[config.mk]
export PLATFORM = sky130hd
export DESIGN_NAME = alu_divider
export DESIGN_NICKNAME = d
export VERILOG_FILES = /design/src/rtl/alu_divider_pkg.sv /design/src/rtl/alu_divider_sign_fix.sv /design/src/rtl/alu_divider.sv
export SDC_FILE = /design/constraint.sdc
export NUM_CORES = 1
export LEC_CHECK = 0
export ABC_AREA = 0
export CELL_PAD_IN_SITES_DETAIL_PLACEMENT = 1
export CELL_PAD_IN_SITES_GLOBAL_PLACEMENT = 1
export CORE_UTILIZATION = 37
export DETAILED_ROUTE_END_ITERATION = 12
export PLACE_DENSITY = 0.88
export REMOVE_ABC_BUFFERS = 1
export SETUP_SLACK_MARGIN = 0.3
export SLEW_MARGIN = 20
export SYNTH_ARGS = -nofsm -noshare
export SYNTH_HDL_FRONTEND = slang
export SYNTH_SLANG_ARGS = --single-unit
[constraint.sdc]
create_clock -name clk -period 3.41 [get_ports clk]
set_clock_uncertainty 0.05 [all_clocks]
set_input_delay 1.023 -clock clk [delete_from_list [all_inputs] [get_ports clk]]
set_output_delay 1.023 -clock clk [all_outputs]
set_load 0.02 [all_outputs]
[src/rtl/alu_divider_pkg.sv]
// Shared types and constants for the multi-cycle non-restoring divider.
// Imported by alu_divider and div_sign_fix.
package alu_div_pkg;

   localparam int DIV_WIDTH   = 32;
   localparam int DIV_ITERS   = 32;
   localparam int DIV_LATENCY = 36;
   localparam int DIV_CNT_W   = $clog2(DIV_ITERS);

   typedef enum logic [2:0] {
      IDLE,
      SETUP,
      ITER,
      CORRECT,
      FIXUP,
      DONE
   } div_state_t;

endpackage

[src/rtl/alu_divider_sign_fix.sv]
// Combinational two-lane conditional negation: magnitude extraction on the way in,
// sign restoration of quotient/remainder on the way out.
module div_sign_fix
   import alu_div_pkg::*;
#(
   parameter int WIDTH = DIV_WIDTH
) (
   input  logic [WIDTH-1:0] a_i,
   input  logic             neg_a_i,
   input  logic [WIDTH-1:0] b_i,
   input  logic             neg_b_i,
   output logic [WIDTH-1:0] a_o,
   output logic [WIDTH-1:0] b_o
);

   assign a_o = neg_a_i ? -a_i : a_i;
   assign b_o = neg_b_i ? -b_i : b_i;

endmodule

[src/rtl/alu_divider.sv]
// Multi-cycle non-restoring 32-bit divider driving the shared external adder via add_*.
// Define ALU_DIV_SIGNED_EN to add the is_signed port and two's-complement division.
module alu_divider
   import alu_div_pkg::*;
#(
   parameter int                WIDTH    = DIV_WIDTH,
   parameter logic [WIDTH-1:0]  DBZ_QUOT = '1
) (
   input  logic             clk,
   input  logic             nRst,
   input  logic             start,
   input  logic [WIDTH-1:0] dividend,
   input  logic [WIDTH-1:0] divisor,
`ifdef ALU_DIV_SIGNED_EN
   input  logic             is_signed,
`endif
   output logic             busy,
   output logic             done,
   output logic             div_by_zero,
   output logic [WIDTH-1:0] quotient,
   output logic [WIDTH-1:0] remainder,
   output logic [WIDTH-1:0] add_x,
   output logic [WIDTH-1:0] add_y,
   output logic             add_cin,
   input  logic [WIDTH-1:0] add_sum,
   input  logic             add_cout,
   output div_state_t       dbg_state
);

   // Handshake: start is honoured only while IDLE; done pulses once with results,
   // which then stay on quotient/remainder until the next accepted request finishes.

   div_state_t             state_q, state_d;
   logic [WIDTH-1:0]       dvd_q, dvs_q;
   logic                   sgn_q;
   logic [WIDTH:0]         a_q;
   logic [WIDTH-1:0]       q_q, d_q;
   logic [DIV_CNT_W-1:0]   cnt_q;
   logic                   quo_neg_q, rem_neg_q;
   logic [WIDTH-1:0]       quotient_q, remainder_q;
   logic                   dbz_q;

   logic                   signed_req;
   logic [WIDTH:0]         a_sh;
   logic                   sub;
   logic                   a_new_sign;
   logic [WIDTH-1:0]       mag_dvd, mag_dvs, fix_quo, fix_rem;

`ifdef ALU_DIV_SIGNED_EN
   assign signed_req = is_signed;
`else
   assign signed_req = 1'b0;
`endif

   assign a_sh       = {a_q[WIDTH-1:0], q_q[WIDTH-1]};
   assign sub        = ~a_q[WIDTH];
   // Bit 32 of the 33-bit partial remainder is rebuilt from the 32-bit adder's carry.
   assign a_new_sign = a_sh[WIDTH] ^ sub ^ add_cout;

   div_sign_fix #(.WIDTH(WIDTH)) u_mag (
      .a_i     (dvd_q),
      .neg_a_i (sgn_q & dvd_q[WIDTH-1]),
      .b_i     (dvs_q),
      .neg_b_i (sgn_q & dvs_q[WIDTH-1]),
      .a_o     (mag_dvd),
      .b_o     (mag_dvs)
   );

   div_sign_fix #(.WIDTH(WIDTH)) u_fix (
      .a_i     (q_q),
      .neg_a_i (quo_neg_q),
      .b_i     (a_q[WIDTH-1:0]),
      .neg_b_i (rem_neg_q),
      .a_o     (fix_quo),
      .b_o     (fix_rem)
   );

   always_comb begin
      state_d = state_q;
      add_x   = '0;
      add_y   = '0;
      add_cin = 1'b0;
      case (state_q)
         IDLE:    if (start) state_d = SETUP;
         SETUP:   state_d = (dvs_q == '0) ? DONE : ITER;
         ITER: begin
            add_x   = a_sh[WIDTH-1:0];
            add_y   = sub ? ~d_q : d_q;
            add_cin = sub;
            if (cnt_q == DIV_CNT_W'(DIV_ITERS - 1)) state_d = CORRECT;
         end
         CORRECT: begin
            if (a_q[WIDTH]) begin
               add_x = a_q[WIDTH-1:0];
               add_y = d_q;
            end
            state_d = FIXUP;
         end
         FIXUP:   state_d = DONE;
         DONE:    state_d = IDLE;
         default: state_d = IDLE;
      endcase
   end

   always_ff @(posedge clk) begin
      if (!nRst) begin
         state_q     <= IDLE;
         dvd_q       <= '0;
         dvs_q       <= '0;
         sgn_q       <= 1'b0;
         a_q         <= '0;
         q_q         <= '0;
         d_q         <= '0;
         cnt_q       <= '0;
         quo_neg_q   <= 1'b0;
         rem_neg_q   <= 1'b0;
         quotient_q  <= '0;
         remainder_q <= '0;
         dbz_q       <= 1'b0;
      end else begin
         state_q <= state_d;
         case (state_q)
            IDLE: begin
               if (start) begin
                  dvd_q <= dividend;
                  dvs_q <= divisor;
                  sgn_q <= signed_req;
               end
            end
            SETUP: begin
               q_q       <= mag_dvd;
               d_q       <= mag_dvs;
               a_q       <= '0;
               cnt_q     <= '0;
               quo_neg_q <= sgn_q & (dvd_q[WIDTH-1] ^ dvs_q[WIDTH-1]);
               rem_neg_q <= sgn_q & dvd_q[WIDTH-1];
               if (dvs_q == '0) begin
                  quotient_q  <= DBZ_QUOT;
                  remainder_q <= dvd_q;
                  dbz_q       <= 1'b1;
               end
            end
            ITER: begin
               a_q   <= {a_new_sign, add_sum};
               q_q   <= {q_q[WIDTH-2:0], ~a_new_sign};
               cnt_q <= cnt_q + 1'b1;
            end
            CORRECT: begin
               if (a_q[WIDTH]) a_q <= {1'b0, add_sum};
            end
            FIXUP: begin
               quotient_q  <= fix_quo;
               remainder_q <= fix_rem;
               dbz_q       <= 1'b0;
            end
            default: ;
         endcase
      end
   end

   assign busy        = (state_q != IDLE);
   assign done        = (state_q == DONE);
   assign div_by_zero = dbz_q;
   assign quotient    = quotient_q;
   assign remainder   = remainder_q;
   assign dbg_state   = state_q;

endmodule

After elaboration in Yosys (flattened, before gate mapping). Index checks and enable logic that the tools add are counted.

Add/subtract/negate cells: 1. $mul: 0. Div/mod/pow operators: 0. Magnitude comparators: 0. Eq/ne operators: 10. Shift operators: 0. Muxes and demuxes: 20. Bitwise gates (word level): 5. Reduce and logical (&&, ||, !) cells: 10.

Operators by type and width (number): 32-bit one-hot mux with 2 select lines (5); 32-bit two-way mux (6); 33-bit one-hot mux with 3 select lines (1); 32-bit zero test (1); 32-bit NOT (1); 3-bit one-hot mux with 5 select lines (1); 5-bit one-hot mux with 2 select lines (1); 3-bit two-way mux (3); 2-bit inequality test (second input constant) (4); 2-bit AND reduction (4); 3-bit by 2-bit == test with 1-bit output (second input constant) (2); 3-bit == test (second input constant) (2); 3-bit nonzero test (2); 5-bit by 1-bit adder with 5-bit output (second input constant) (1); 5-bit == test (second input constant) (1); 2-bit nonzero test (2); 3-bit by 1-bit == test with 1-bit output (second input constant) (1); 3-bit zero test (1); 1-bit two-way mux (2); 1-bit NOT (2); 1-bit one-hot mux with 2 select lines (1); 1-bit XOR (2).

Bits in registers: 234. Bits in latches: 0. Memory bits (writable): 0. ROM bits: 0. Input bits: 100. Output and inout port bits: 135. Word-level logic and storage cells: 57. Memories: 0.

Logic depth before layout (Yosys ltp).
Word-level depth: 5. Mapped depth: 7. Gate-level depth less buffers: 6.

Cells and area by module. Synthesis repeated with hierarchy kept, for this count alone.

Cells, all modules: 1620. Area, all modules: 13529.2 µm².

Modules (own cells, without submodules): alu_divider (times used 1, cells an instance 1238, area an instance 10771.6 µm²); div_sign_fix at u_fix (times used 1, cells an instance 198, area an instance 1398.8 µm²); div_sign_fix at u_mag (times used 1, cells an instance 184, area an instance 1358.8 µm²).

Worst setup path before layout. Ideal clock, no wire load.

Path kind: reg2out. Start: reg a_q[32]. End: out add_x[0]. Arrival: 1950 ps. Required time: 2337 ps. Path slack: 387 ps. Stages on the path, launching flop included: 5. Buffers on the path: 2. Cells stage by stage: dfxtp_1 and3_1 clkbuf_1 buf_1 a22o_1.

Longest elaborated chain between the ends: 2.

RTL lines: from (decl) (RTL line alu_divider.sv:36) `logic [WIDTH:0] a_q;`; from (signal assigned) (RTL line alu_divider.sv:144) `a_q <= {a_new_sign, add_sum};`; from (signal assigned) (RTL line alu_divider.sv:149) `if (a_q[WIDTH]) a_q <= {1'b0, add_sum};`; 32-bit two-way mux (RTL line alu_divider.sv:93) `if (a_q[WIDTH]) begin`; 32-bit one-hot mux with 2 select lines (RTL line alu_divider.sv:83) `case (state_q)`; to (decl) (RTL line alu_divider.sv:22) `output logic [WIDTH-1:0] add_x,`.

Every way passes these cells.

Final worst setup path.
Start: reg a_q[32]. End: out add_y[25].

Longest elaborated chain between the ends: 2.

RTL lines: 32-bit two-way mux (on tied branches) (RTL line alu_divider.sv:93, alu_divider.sv:88); 32-bit one-hot mux with 2 select lines (*) (RTL line alu_divider.sv:83); to (decl) (RTL line alu_divider.sv:23) `output logic [WIDTH-1:0] add_y,`.

Mark *: on every way between the ends. The rest lies on a longest branch, timed or not.

==> results.json <==
{
  "r2r_end": "q_q[18]",
  "core_area_mm2": 0.0279,
  "rrSetupSlack_ns": 1.07,
  "wl_met2_um": 18400,
  "seq_area_frac_synth_pct": 44.3,
  "synth-seq-cells": 234,
  "grt_use_total_pct": 25.5,
  "post-place-cells": 1783,
  "hold_violations": 0,
  "synth_compound_area_share_pct": 23.1,
  "p_leak_nw": 5.31,
  "worst_pin_slew_ns": 0.699,
  "avgSynthCellArea_um2": 8.42,
  "p_clk_share_pct": 35.5,
  "dr_total_vias": 10200,
  "cpMostUsedCell": "nor2_1",
  "syn_area_mm2": 0.0106,
  "critical_path.startpoint_type": "register",
  "final_net_count": 1570,
  "critPathRequiredTime_ns": 2.34,
  "wl_met3_um": 2530,
  "max_stage_delay_ns": 0.37,
  "synth_xor_area_share_pct": 0.0828,
  "dieArea_mm2": 0.0293,
  "rr_startpoint": "dbg_state[2]",
  "multiInputGateArea_mm2": 0.00543,
  "final_area_mm2": 0.0140,
  "fin_crit_sh_pct": 90.4,
  "p_per_area_mw_per_mm2": 554,
  "dpl-instance-area_mm2": 0.0132,
  "status": "completed",
  "hold_start": "d_q[13]",
  "drv_slew": 0,
  "synthMuxAreaShare_pct": 3.22,
  "hold_path_class": "register to register",
  "hold_depth": 2,
  "synthAdderAreaFrac_pct": 4.14,
  "firstDrtPassIters": 5,
  "die_y_um": 171,
  "setup_viol_count_final": 0,
  "worstPathCellList": "bufbuf_16 > ha_1 > nor2_1 > a21oi_1 > nor2_1 > buf_4",
  "cts_tree": "done",
  "rsz0062_at_grt": "yes",
  "grt_max_degree": 131,
  "critPathKind": "register to output pin",
  "cp_max_fo": 17,
  "nFillCells": 3253,
  "ant_nets": 0,
  "netlist_instances": 1256,
  "final_util_pct": 50.0,
  "seq_power_share_pct": 41.1,
  "ys_types": 45,
  "synth_top_family_by_area": "compound AO/OA/AOI/OAI gates",
  "grt_pass1_vias": 10500,
  "drive_gt1_share_pct": 9.99,
  "ff_latch_area_mm2": 0.00470,
  "area_growth_pct": 32.2,
  "clock_path_buffers": 3,
  "ys.flop_type": "dfxtp_1",
  "async_reset_ff_share_pct": 0,
  "cpMaxStageDelayCell": "dfxtp_4",
  "clk_pin_slew_ns": 0.06,
  "tritoncts.num_buffers": 26,
  "clock.fmax_mhz": 324,
  "die_x_um": 171,
  "hpwlAfterDp_um": 24700,
  "start_util_pct": 37.8,
  "first_iter_violations": 669,
  "slew_headroom_pct": 53.4,
  "path_delay_family": "buffers and inverters",
  "swShare_pct": 31.6,
  "pwr-share-comb_pct": 23.4,
  "final_cells": 1832,
  "wl_per_cell_um": 20.6,
  "final.setup.tns_ns": 0,
  "cp-end-kind": "output pin",
  "post-cts-setup-buffer-count": 0,
  "p_int_mw": 5.29,
  "cts-root-buf": "clkbuf_16",
  "cts_num_sinks": 234,
  "ir_drop_mv": 0.297,
  "ys.warnings.count": 0,
  "antenna_found_initial": 2,
  "rr_worst_depth": 5,
  "highest_layer": "met4",
  "synth_edf_count": 0,
  "synth-simple-area-share_pct": 20.4,
  "period_needed_ns": 3.08,
  "maxCapViolations": 0,
  "routed_wl_um": 37800,
  "cp_data_arrival_time_ns": 2.01,
  "via_per_inst": 5.58,
  "row_count": 61,
  "portBuffers": 234,
  "worst-path-buf-inv": 2,
  "ios": 235,
  "htreeDepth": 1,
  "switchingPower_mw": 2.45,
  "hold_end": "d_q[13]",
  "drcViolationCount": 0,
  "clock_latency_ns": 0.53,
  "whs_ns": 0.410,
  "place_congestion": 0.845,
  "wl_met1_um": 15900,
  "grt-ovfl-total": 0,
  "hold_buffers": 0,
  "grt_pass1_wl_um": 58600
}
-- layout by cell type, fill, tap and decap left out, drive strengths merged, types with 2 or more instances in the layout --
| cell type | n |
|---|---|
| and2 | 33 |
| and4 | 2 |
| nand2 | 294 |
| o31ai | 2 |
| o211ai | 32 |
| o21ai | 4 |
| nor3b | 4 |
| clkinv | 2 |
| a311oi | 31 |
| a22oi | 34 |
| clkdlybuf4s15 | 15 |
| dlygate4sd2 | 13 |
| nor4 | 8 |
| inv | 3 |
| ha | 35 |
| and3 | 3 |
| o221ai | 32 |
| nor2 | 141 |
| bufbuf | 2 |
| nand4 | 2 |
| mux2i | 34 |
| clkbuf | 68 |
| a22o | 31 |
| a21oi | 136 |
| diode | 2 |
| or3b | 2 |
| buf | 44 |
| o221a | 32 |
| dfxtp | 234 |
| clkdlybuf4s50 | 167 |
| nor3 | 2 |
-- layout make-up --
cell class	count	share of cell area, %
clock buffer	43	5.91
antenna	2	0.0358
clock inverter	2	0.0716
timing repair buffer	266	18.0
sequential	234	33.6
tap	378	3.38
multi-input combinational	904	38.9
inverter	3	0.116
-- per-stage QoR --
step,setup slack (ns),power [mW]
after floorplan,-2.67,4.19
after detailed placement,0.317,5.04
after CTS,0.201,7.80
after global routing,0.270,8.08
final,0.326,7.74
after global placement,0.436,4.97
-- power groups by stage --
stage          clock network (mW)  logic [mW]  registers (mW)
3_5_place_dp                    0        1.81            3.23
2_1_floorplan                   0       0.915            3.27
5_1_grt                      2.92        1.95            3.21
4_1_cts                      2.81        1.81            3.18
3_3_place_gp                    0        1.76            3.22
6_report                     2.75        1.81            3.18
-- worst max-delay path by stage --
stage                             from      endpoint  slack (ns)  cells past startpoint
final                          a_q[32]     add_y[25]        0.33                      6
after CTS                      a_q[32]     add_y[18]        0.20                      6
after global routing           a_q[32]     add_y[25]        0.27                      6
after detailed placement  dbg_state[1]      add_x[0]        0.32                      5
after global placement    dbg_state[1]      add_x[0]        0.44                      5
after floorplan                   nRst  remainder[0]       -2.67                      4
-- cells in the mapped netlist (2+ instances only) --
library cell	number	area share [%]
ha_1	35	4.1
nor4_2	4	0.47
o221a_1	30	3.2
nor2_1	141	5.0
o21ai_0	4	0.19
nor3b_2	3	0.36
nor4_4	4	0.80
inv_1	3	0.11
a21oi_1	136	6.4
a22o_1	31	2.6
and3_1	3	0.18
o211ai_1	32	2.3
nand2_1	294	10
mux2i_1	34	3.2
buf_4	3	0.21
and2_1	33	2.0
and4_1	2	0.17
buf_2	24	1.1
a311oi_1	31	2.6
dfxtp_1	234	44
o221a_2	2	0.21
o221ai_1	32	2.7
a22oi_1	34	2.4
buf_1	5	0.18
buf_6	3	0.32
clkbuf_1	80	2.8
-- timing repair --
item,4_1_cts,5_1_grt
hold endpoints to repair,0,0
resized for setup,152,42
pin swaps,0,0
setup endpoints to repair,68,42
gates cloned,2,0
-- layer usage --
metal	global-route usage, %	vias up
li1	-	4811
met5	0	-
met4	7.14	0
met2	45.2	294
met3	4.93	60
met1	31.2	5066
-- cell families after synthesis --
logic type                 Yosys count
adders and majority gates           35
and+or+nand+nor                    496
muxes                               34
AOI/OAI and AO/OA                  338
DFF                                234
buffers and inverters              118
xor gates and xnor gates             1
-- flip-flops by register name, indices dropped and copies added, names as in the netlist, 5 cells and up --
name,count
quotient,32
q_q,32
cnt_q,5
remainder,32
d_q,32
dvd_q,32
a_q,33
dvs_q,32
-- worst min-delay path, stage by stage (launching register included) --
cell	delay [ns]
dfxtp_1	0.31
nand2_1	0.05
a21oi_1	0.05
Power figures use the tool's default switching activity.
